[src/rtl/apb_completer_regfile.sv]
// APB3 completer fronting NUM_REGS control registers with wait states.
// Optional byte strobes: define APB_PSTRB_EN to add the pstrb port.
module apb_completer_regfile #(
   parameter int ADDR_W      = 8,
   parameter int DATA_W      = 8,
   parameter int NUM_REGS    = 8,
   parameter int WAIT_CYCLES = 0
) (
   input  logic                       clk,
   input  logic                       preset,
   input  logic                       psel,
   input  logic                       penable,
   input  logic                       pwrite,
   input  logic [ADDR_W-1:0]          paddr,
   input  logic [DATA_W-1:0]          pwdata_in,
`ifdef APB_PSTRB_EN
   input  logic [DATA_W/8-1:0]        pstrb,
`endif
   output logic [DATA_W-1:0]          prdata_out,
   output logic                       pready,
   output logic                       pslverr,
   output logic [NUM_REGS*DATA_W-1:0] reg_q,
   output logic [NUM_REGS-1:0]        wr_pulse
);

   localparam int NB  = DATA_W / 8;
   localparam int LSB = $clog2(NB);
   localparam int IW  = (NUM_REGS > 1) ? $clog2(NUM_REGS) : 1;
   localparam logic [ADDR_W-1:0] LOW_M = ADDR_W'((1 << LSB) - 1);

   typedef enum logic [1:0] {IDLE, WAIT, READY} state_t;

   state_t                     state_q, state_d;
   logic [3:0]                 cnt_q, cnt_d;
   logic [IW-1:0]              idx_q, idx_d;
   logic                       wr_q, wr_d;
   logic                       err_q, err_d;
   logic [DATA_W-1:0]          wdata_q, wdata_d;
   logic [NB-1:0]              strb_q, strb_d, strb_in;
   logic [ADDR_W-1:0]          idx_full;
   logic                       dec_err, commit;
   logic                       pready_d, pslverr_d;
   logic [DATA_W-1:0]          prdata_d;
   logic [NUM_REGS*DATA_W-1:0] reg_d;
   logic [NUM_REGS-1:0]        wr_pulse_d;

`ifdef APB_PSTRB_EN
   assign strb_in = pstrb;
`else
   assign strb_in = '1;
`endif

   // Address decode: word index plus out-of-range / misaligned error.
   always_comb begin
      idx_full = paddr >> LSB;
      dec_err  = (32'(idx_full) >= 32'(NUM_REGS)) ||
                 (|(paddr & LOW_M));
   end

   // Transfer FSM: capture on setup, count wait states, one-cycle ready.
   always_comb begin
      state_d = state_q;
      cnt_d   = cnt_q;
      idx_d   = idx_q;
      wr_d    = wr_q;
      err_d   = err_q;
      wdata_d = wdata_q;
      strb_d  = strb_q;
      commit  = 1'b0;
      unique case (state_q)
         IDLE: begin
            if (psel && !penable) begin
               idx_d   = IW'(idx_full);
               wr_d    = pwrite;
               err_d   = dec_err;
               wdata_d = pwdata_in;
               strb_d  = strb_in;
               cnt_d   = 4'(WAIT_CYCLES);
               state_d = (WAIT_CYCLES == 0) ? READY : WAIT;
            end
         end
         WAIT: begin
            if (!psel) begin
               state_d = IDLE;
            end else if (cnt_q <= 4'd1) begin
               state_d = READY;
            end else begin
               cnt_d = cnt_q - 4'd1;
            end
         end
         READY: begin
            state_d = IDLE;
            commit  = psel && penable && pwrite && !err_q;
         end
         default: state_d = IDLE;
      endcase
   end

   // Registered response and register-bank next state.
   always_comb begin
      pready_d   = (state_d == READY);
      pslverr_d  = pready_d && err_d;
      prdata_d   = '0;
      reg_d      = reg_q;
      wr_pulse_d = '0;
      if (pready_d && !wr_d && !err_d) begin
         for (int i = 0; i < NUM_REGS; i++) begin
            if (idx_d == IW'(i)) prdata_d = reg_q[i*DATA_W +: DATA_W];
         end
      end
      if (commit) begin
         for (int i = 0; i < NUM_REGS; i++) begin
            if (idx_q == IW'(i)) begin
               wr_pulse_d[i] = 1'b1;
               for (int k = 0; k < NB; k++) begin
                  if (strb_q[k])
                     reg_d[i*DATA_W + k*8 +: 8] = wdata_q[k*8 +: 8];
               end
            end
         end
      end
   end

   // State, capture and output registers.
   always_ff @(posedge clk) begin
      if (preset) begin
         state_q    <= IDLE;
         cnt_q      <= '0;
         idx_q      <= '0;
         wr_q       <= 1'b0;
         err_q      <= 1'b0;
         wdata_q    <= '0;
         strb_q     <= '0;
         pready     <= 1'b0;
         pslverr    <= 1'b0;
         prdata_out <= '0;
         reg_q      <= '0;
         wr_pulse   <= '0;
      end else begin
         state_q    <= state_d;
         cnt_q      <= cnt_d;
         idx_q      <= idx_d;
         wr_q       <= wr_d;
         err_q      <= err_d;
         wdata_q    <= wdata_d;
         strb_q     <= strb_d;
         pready     <= pready_d;
         pslverr    <= pslverr_d;
         prdata_out <= prdata_d;
         reg_q      <= reg_d;
         wr_pulse   <= wr_pulse_d;
      end
   end

endmodule

[config.mk]
export PLATFORM = sky130hd
export DESIGN_NAME = apb_completer_regfile
export DESIGN_NICKNAME = d
export VERILOG_FILES = /design/src/rtl/apb_completer_regfile.sv
export SDC_FILE = /design/constraint.sdc
export NUM_CORES = 1
export LEC_CHECK = 0
export BUFFER_PORTS_ARGS = -buffer_cell sky130_fd_sc_hd__clkbuf_2
export CAP_MARGIN = 20
export CORE_MARGIN = 3
export CORE_UTILIZATION = 43
export DETAILED_ROUTE_END_ITERATION = 8
export MAX_ROUTING_LAYER = met4
export PLACE_DENSITY = 0.66
export SETUP_SLACK_MARGIN = 0.4
export SLEW_MARGIN = 25
export SYNTH_ARGS = -nofsm -noshare
export SYNTH_HDL_FRONTEND = slang
export SYNTH_SLANG_ARGS = --single-unit
[constraint.sdc]
create_clock -name clk -period 4.8 [get_ports clk]
set_clock_uncertainty 0.2 [all_clocks]
set_input_delay 0.48 -clock clk [delete_from_list [all_inputs] [get_ports clk]]
set_output_delay 0.48 -clock clk [all_outputs]
set_load 0.03 [all_outputs]
==> flow_summary.ini, run 1 <==
[floorplan]
placementRows = 35
core_region_area_um2 = 9330
die_x_um = 104
io_pins = 103
die_h_um = 104
start_util_pct = 44.6
die-area_um2 = 10900

[run_status]
status = finished, final reports clean

[place]
pre_cts_ws_ns = 1.93
io_buffers = 102
placed_area_um2 = 4680
place_inst = 638
place_congestion = 0.841
hpwl_um = 8030

[worst_setup_path]
timing.rr.start = state_q[1]
cp_slowest_stage_delay_ns = 0.71
crit_path_cell_trace = or4b_4 -> mux2_4 -> nor2b_1 -> o2bb2ai_1 -> o221a_1
crit_required_ns = 4.91
worstSetupEndpointType = flop
start_kind = flop
critPathTopFamily = simple AND/OR/NAND/NOR gates
path_max_fanout = 20
cp.arrival_ns = 2.79
crit_path_start = state_q[1]
crit_buf_inv = 0
slowest_stage = or4b_4
critPathKind = flop to flop

[yosys]
synth_area_um2 = 4160
synthFlopType = dfxtp_1
yosysTopAreaCell = dfxtp_1
yosysTopAreaCellShare_pct = 49.1
synth_cell_types = 46
yosys_warnings = 0
synth_edf_count = 0
syn-num-nets = 463
ys_seq_elements = 102
synth_seq_area_share_pct = 49.1
async_reset_ff_share_pct = 0
avgSynthCellArea_um2 = 9.46
synthTopCellsByArea = dfxtp_1 49%, mux2i_1 14%, nor2_1 6.7%, a21oi_1 3.7%, nand2_1 3.4%
synth_cells = 440

[sta]
fin_crit_ns = 2.68
maxSlewHeadroom_pct = 50.8
fmax_mhz = 374
worst_slack_ns = 2.12
setup_violations = 0
rsz0062_at_grt = no
worst_pin_slew_ns = 0.738
finalMaxSlewViolations = 0
holdWs_ns = 0.134
period_share_pct = 55.8
tns_ns = 0
finalHoldViolations = 0

[power_and_ir_drop]
irDropWorstVdd_v = 0.000123
p_leak_nw = 2.06
swShare_pct = 24.3
p_clk_share_pct = 36.4
p_per_area_nw_per_um2 = 304
p_int_mw = 1.12
p_switching_mw = 0.360
p_seq_share_pct = 58.7
power_frac_comb_pct = 4.9
total_power_mw = 1.48

[hold_path]
min_path_type = input pin to flop
min_from = pwdata_in[4]

[route]
wirelength_um = 11300
drt_iter0_drc = 290
wire_per_inst_um = 17.3
first_pass_iters = 5
ant_nets = 0
drc = 0
vias_per_cell = 5.40
vias = 3533

[global_route]
grt_pass1_vias = 3428
grt_usage_pct = 21.6
grt_max_degree = 52
grt_pass1_wl_um = 18200
met2_usage_pct = 33.3
grt_use_met1_pct = 29.3
antenna_found_initial = 0
grt_use_met3_pct = 3.60
grt_overflow_total = 0
busiest_layer = met2

[final_layout]
fin_area_um2 = 4870
utilization_pct = 52.2
final_cell_mix = 102 x dfxtp_1, 102 x clkbuf_2, 74 x nor2_1
final_nets = 543
drive_gt1_share_pct = 25.7
antenna_cells = 0
fillers = 898
instances_no_fill = 654
syn_to_final_growth_pct = 17.0

[job]
drv_cap = 0

[clock_network]
clock-root-buffer = clkbuf_8
cts.sinks = 102
numCtsBuffers = 9
cts_buffer_depth = 2
insertion_delay_ns = 0.37
postCtsSetupBuffers = 0
cts_tree = done
hold_buffers = 0
post_cts_resized = 0
htree_levels = 3
clkTransAtPathRegs_ns = 0.09
==> Yosys cell counts, types with 3 or more instances <==
library cell / count
o2bb2ai_1: 8
inv_1: 4
nor2b_1: 3
dfxtp_1: 102
buf_6: 4
clkbuf_1: 24
nand3_1: 3
a222oi_1: 8
o221a_2: 5
nor3_1: 7
nand2_1: 38
a21oi_1: 31
nor2_1: 74
nor3b_1: 4
o221a_1: 3
mux2i_1: 58
nand2b_1: 5
o21ai_0: 24
==> power by group through the flow <==
stage                     clock network, mW  registers [mW]  logic (mW)
final                                 0.539           0.869      0.0721
after global placement                    0           0.888      0.0711
after global routing                  0.574           0.870      0.0793
after floorplan                           0           0.875      0.0598
after CTS                             0.544           0.868      0.0724
after detailed placement                  0           0.888      0.0722
==> registers in the layout, indices dropped and copies added, names as in the netlist <==
name        cells
cnt_q           4
state_q         2
pslverr         1
strb_q          1
pready          1
wr_q            1
idx_q           3
prdata_out      8
reg_q          64
err_q           1
wr_pulse        8
wdata_q         8
==> worst paths after layout <==
check | endpoint | cells after the start | slack [ns]
max | prdata_out[3] | 5 | 2.12
min | wdata_q[4] | 3 | 0.13
max reg2reg | prdata_out[3] | 5 | 2.12
min reg2reg | strb_q | 2 | 0.28
==> area by class of cell <==
| cell class | count | area (µm²) | area share (%) |
|---|---|---|---|
| Sequential cell | 102 | 2040 | 41.9 |
| Multi-Input combinational cell | 299 | 1940 | 39.8 |
| Timing Repair Buffer | 104 | 526 | 10.8 |
| Tap cell | 129 | 161 | 3.31 |
| Clock buffer | 11 | 131 | 2.70 |
| Clock inverter | 5 | 58.8 | 1.21 |
| Inverter | 4 | 15.0 | 0.308 |
==> metal layers <==
metal | part of all wire (%) | vias up
li1 | - | 1687
met1 | 45 | 1687
met2 | 46 | 148
met3 | 7.1 | 11
met4 | 1.2 | 0
met5 | 0 | -
==> tightest hold or removal path, stage by stage <==
cell,delay (ns)
clkbuf_2,0.08
nand2_1,0.05
a21oi_1,0.05
==> kinds of logic after synthesis <==
logic type / Yosys count / share of synthesized area (%)
XOR/XNOR: 2 / 0.421
multiplexers: 63 / 15.7
buffers and inverters: 39 / 4.57
adder cells (fa/ha/maj): 2 / 0.601
AO/OA/AOI/OAI: 82 / 13.0
flip-flops: 102 / 49.1
AND/OR/NAND/NOR: 150 / 16.6
(Power assumes the default switching activity.)
==> run 2: changes to the inputs <==
Clock period 4.8 ns to 2.68 ns, I/O delays scaled along.
==> flow_summary.ini, run 2 (synthesized netlist as in run 1, its figures left out) <==
[route]
vias_per_cell = 5.44
vias = 3705
first_pass_iters = 5
drt_iter0_drc = 195
drc = 0
wirelength_um = 12200
ant_nets = 0
wire_per_inst_um = 17.9

[floorplan]
die-area_um2 = 10900
io_pins = 103
start_util_pct = 44.6
die_h_um = 104
die_x_um = 104
placementRows = 35
core_region_area_um2 = 9330

[global_route]
grt_overflow_total = 0
grt_pass1_vias = 3545
grt_pass1_wl_um = 19000
antenna_found_initial = 0
grt_usage_pct = 22.7
grt_max_degree = 62

[final_layout]
final_nets = 571
largest_register_ffs = 64
instances_no_fill = 681
layout_commonest_cell = clkbuf_2
drive_gt1_share_pct = 30.4
regMostFlops = reg_q
final_cell_mix = 102 x clkbuf_2, 100 x dfxtp_1, 72 x nor2_1
antenna_cells = 0
syn_to_final_growth_pct = 26.2

[clock_network]
htree_levels = 3
cts_buffer_depth = 2
numCtsBuffers = 9
insertion_delay_ns = 0.36
clock-root-buffer = clkbuf_8
cts_tree = done
clkTransAtPathRegs_ns = 0.09
cts.sinks = 102

[worst_setup_path]
path_max_fanout = 8
critPathKind = flop to flop
start_kind = flop
crit_required_ns = 2.74
worstSetupEndpointType = flop
cp.arrival_ns = 2.47

[power_and_ir_drop]
p_leak_nw = 2.24
p_int_mw = 2.24
p_per_area_nw_per_um2 = 550
p_switching_mw = 0.655
p_seq_share_pct = 53.8
p_clk_share_pct = 40.6
swShare_pct = 22.7
power_frac_comb_pct = 5.6
irDropWorstVdd_v = 0.000333

[sta]
rsz0062_at_grt = yes
maxSlewHeadroom_pct = 60.9
worst_pin_slew_ns = 0.587
worst_slack_ns = 0.267
setup_violations = 0
fmax_mhz = 414
finalMaxSlewViolations = 0
finalHoldViolations = 0
tns_ns = 0
period_share_pct = 90.0
fin_crit_ns = 2.41
holdWs_ns = 0.0655

[place]
hpwl_um = 8390
place_congestion = 0.827
pre_cts_ws_ns = 0.145
io_buffers = 102
place_inst = 649

[hold_path]
min_path_type = input pin to flop

[run_status]
status = finished, final reports clean

[job]
drv_cap = 0
-- run 2: routing by layer --
metal / share of wire (%) / GRT usage [%] / vias to the layer above
met5: 0 / - / -
met4: 2.1 / 7.41 / 0
met3: 6.5 / 4.59 / 22
met2: 46 / 35.6 / 167
met1: 45 / 29.3 / 1765
li1: - / - / 1751
-- run 2: path summary, 6_finish.rpt --
| kind | start | end | slack (ns) | cells past startpoint |
|---|---|---|---|---|
| hold reg to reg | strb_q | strb_q | 0.29 | 2 |
| setup reg to reg | state_q[0] | prdata_out[3] | 0.27 | 5 |
| setup / recovery | state_q[0] | prdata_out[3] | 0.27 | 5 |
| hold / removal | psel | state_q[1] | 0.07 | 3 |
-- run 2: repair_timing --
action / CTS / global route
endpoints found under the setup margin: 12 / 30
hold buffers: 9 / 0
setup buffers: 1 / 6
endpoints found under the hold margin: 9 / 0
pin swaps: 3 / 7
cloned: 1 / 0
resized for setup: 11 / 16
-- run 2: stage by stage --
stage / power [mW] / utilization, % / area, µm²
after floorplan: 1.68 / - / 4170
after global placement: 1.72 / 51.2 / 4780
after detailed placement: 1.73 / 51.2 / 4780
after CTS: 2.89 / 55.4 / 5160
after global routing: 2.98 / 56.3 / 5250
final: 2.89 / 56.3 / 5250
-- run 2: critical path, stage by stage, from the launching register on --
cell,delay [ns]
dfxtp_4,0.37
or4b_4,0.63
mux2i_4,0.28
a222oi_1,0.37
o21ai_1,0.19
o221a_1,0.29
-- run 2: cell type report --
type	count	area, µm²
tap	129	161
clock buffer	10	138
timing repair buffer	131	783
multi-input combinational	300	2000
clock inverter	5	106
sequential	102	2050
inverter	4	15.0
fill	846	4080
-- run 2: power groups by stage --
stage / combinational (mW) / sequential, mW / clock [mW]
floorplan: 0.107 / 1.57 / 0
global placement: 0.132 / 1.59 / 0
detailed placement: 0.136 / 1.59 / 0
CTS: 0.155 / 1.56 / 1.18
global route: 0.174 / 1.56 / 1.24
finish: 0.161 / 1.56 / 1.17
==> run 3: changes to the inputs <==
Settings changed: CORE_ASPECT_RATIO set to 0.5.
==> flow_summary.ini, run 3 (synthesized netlist as in run 1, its figures left out) <==
[final_layout]
fin_area_um2 = 5360
regMostFlops = reg_q
layout_commonest_cell = clkbuf_2
final_nets = 574
utilization_pct = 59.1
fillers = 842
drive_gt1_share_pct = 30.9
largest_register_ffs = 64
multiInputGateArea_um2 = 2000
register_area_um2 = 2050
final_cell_mix = 101 x clkbuf_2, 99 x dfxtp_1, 72 x nor2_1
syn_to_final_growth_pct = 28.7
antenna_cells = 0

[worst_setup_path]
start_kind = flop
slowest_stage = or4b_4
cp_slowest_stage_delay_ns = 0.61
critPathTopFamily = compound AO/OA/AOI/OAI gates
critPathKind = flop to flop
crit_buf_inv = 0
cp.arrival_ns = 2.36
crit_path_cell_trace = or4b_4 -> mux2i_4 -> a222oi_1 -> o21ai_0 -> o221a_2
path_max_fanout = 8
crit_required_ns = 2.72
worstSetupEndpointType = flop

[route]
drt_iter0_drc = 264
drc = 0
first_pass_iters = 5
wire_per_inst_um = 16.4
ant_nets = 0
wirelength_um = 11200
vias_per_cell = 5.29
vias = 3627

[power_and_ir_drop]
irDropWorstVdd_v = 0.000331
p_per_area_nw_per_um2 = 576
p_leak_nw = 2.30

[sta]
period_share_pct = 86.7
setup_violations = 0
rsz0062_at_grt = yes
fin_crit_ns = 2.32
holdWs_ns = 0.0522
tns_ns = 0
worst_pin_slew_ns = 0.515
maxSlewHeadroom_pct = 65.2
finalHoldViolations = 0
fmax_mhz = 430
finalMaxSlewViolations = 0
worst_slack_ns = 0.357

[place]
placed_area_um2 = 4810
hpwl_um = 8060
place_congestion = 0.817
pre_cts_ws_ns = 0.206
io_buffers = 102

[clock_network]
clkTransAtPathRegs_ns = 0.07
cts_tree = done
clock-root-buffer = clkbuf_16
cts_buffer_depth = 2
cts.sinks = 102
insertion_delay_ns = 0.34
numCtsBuffers = 9
htree_levels = 3

[floorplan]
io_pins = 103
die-area_um2 = 11000
start_util_pct = 45.9
die_h_um = 75.6
core_region_area_um2 = 9070
placementRows = 24
die_x_um = 145

[global_route]
grt_max_degree = 52
grt_overflow_total = 0
grt_usage_pct = 21.1
grt_pass1_wl_um = 17600
antenna_found_initial = 0
grt_pass1_vias = 3410

[hold_path]
min_path_type = input pin to flop

[job]
drv_cap = 0

[run_status]
status = finished, final reports clean
==> run 3: changes by cell type in the layout (fill, tap and decap cells not counted), moves of 2 or more <==
cell,delta
clkbuf_8,-7
mux2_4,+2
mux2i_2,-2
clkbuf_16,+9
buf_4,+4
mux2_2,-3
o21ai_0,+2
bufinv_16,-2
o21ai_1,-2
==> run 3: area by class of cell <==
type	count	share of cell area, %
Sequential cell	102	38.2
Multi-Input combinational cell	299	37.4
Timing Repair Buffer	135	15.1
Clock buffer	12	4.98
Tap cell	130	3.04
Clock inverter	4	0.981
Inverter	4	0.280
==> run 3: power breakdown <==
group	internal, mW	switching [mW]
Combinational	0.0693	0.0956
Clock	0.804	0.565
Sequential	1.53	0.0263
Total	2.40	0.687
==> run 3: routing by layer <==
metal | global-route usage (%) | share of wire [%] | vias to the layer above
met5 | - | 0 | -
met4 | 5.68 | 0.84 | 0
met3 | 4.63 | 5.3 | 9
met2 | 32.7 | 45 | 109
met1 | 28.4 | 49 | 1751
li1 | - | - | 1758
==> run 3: path summary, 6_finish.rpt <==
check	from	endpoint	slack, ns	cells past startpoint
worst max register to register	state_q[0]	prdata_out[6]	0.36	5
worst min register to register	strb_q	strb_q	0.28	2
worst max-delay path	state_q[0]	prdata_out[6]	0.36	5
worst min-delay path	preset	state_q[1]	0.05	2
==> run 3: what timing repair did <==
| item | 4_1_cts | 5_1_grt |
|---|---|---|
| setup endpoints to repair | 11 | 39 |
| gates resized for setup | 10 | 24 |
| gates cloned | 0 | 0 |
| hold buffers | 9 | 0 |
| pin swaps | 1 | 10 |
| buffers inserted | 4 | 1 |
| hold endpoints to repair | 9 | 0 |
==> run 3: per-stage QoR <==
step / power (mW) / std cells
finish: 3.09 / 686
floorplan: 1.68 / 440
global placement: 1.72 / 656
global route: 3.20 / 686
detailed placement: 1.72 / 656
CTS: 3.09 / 685
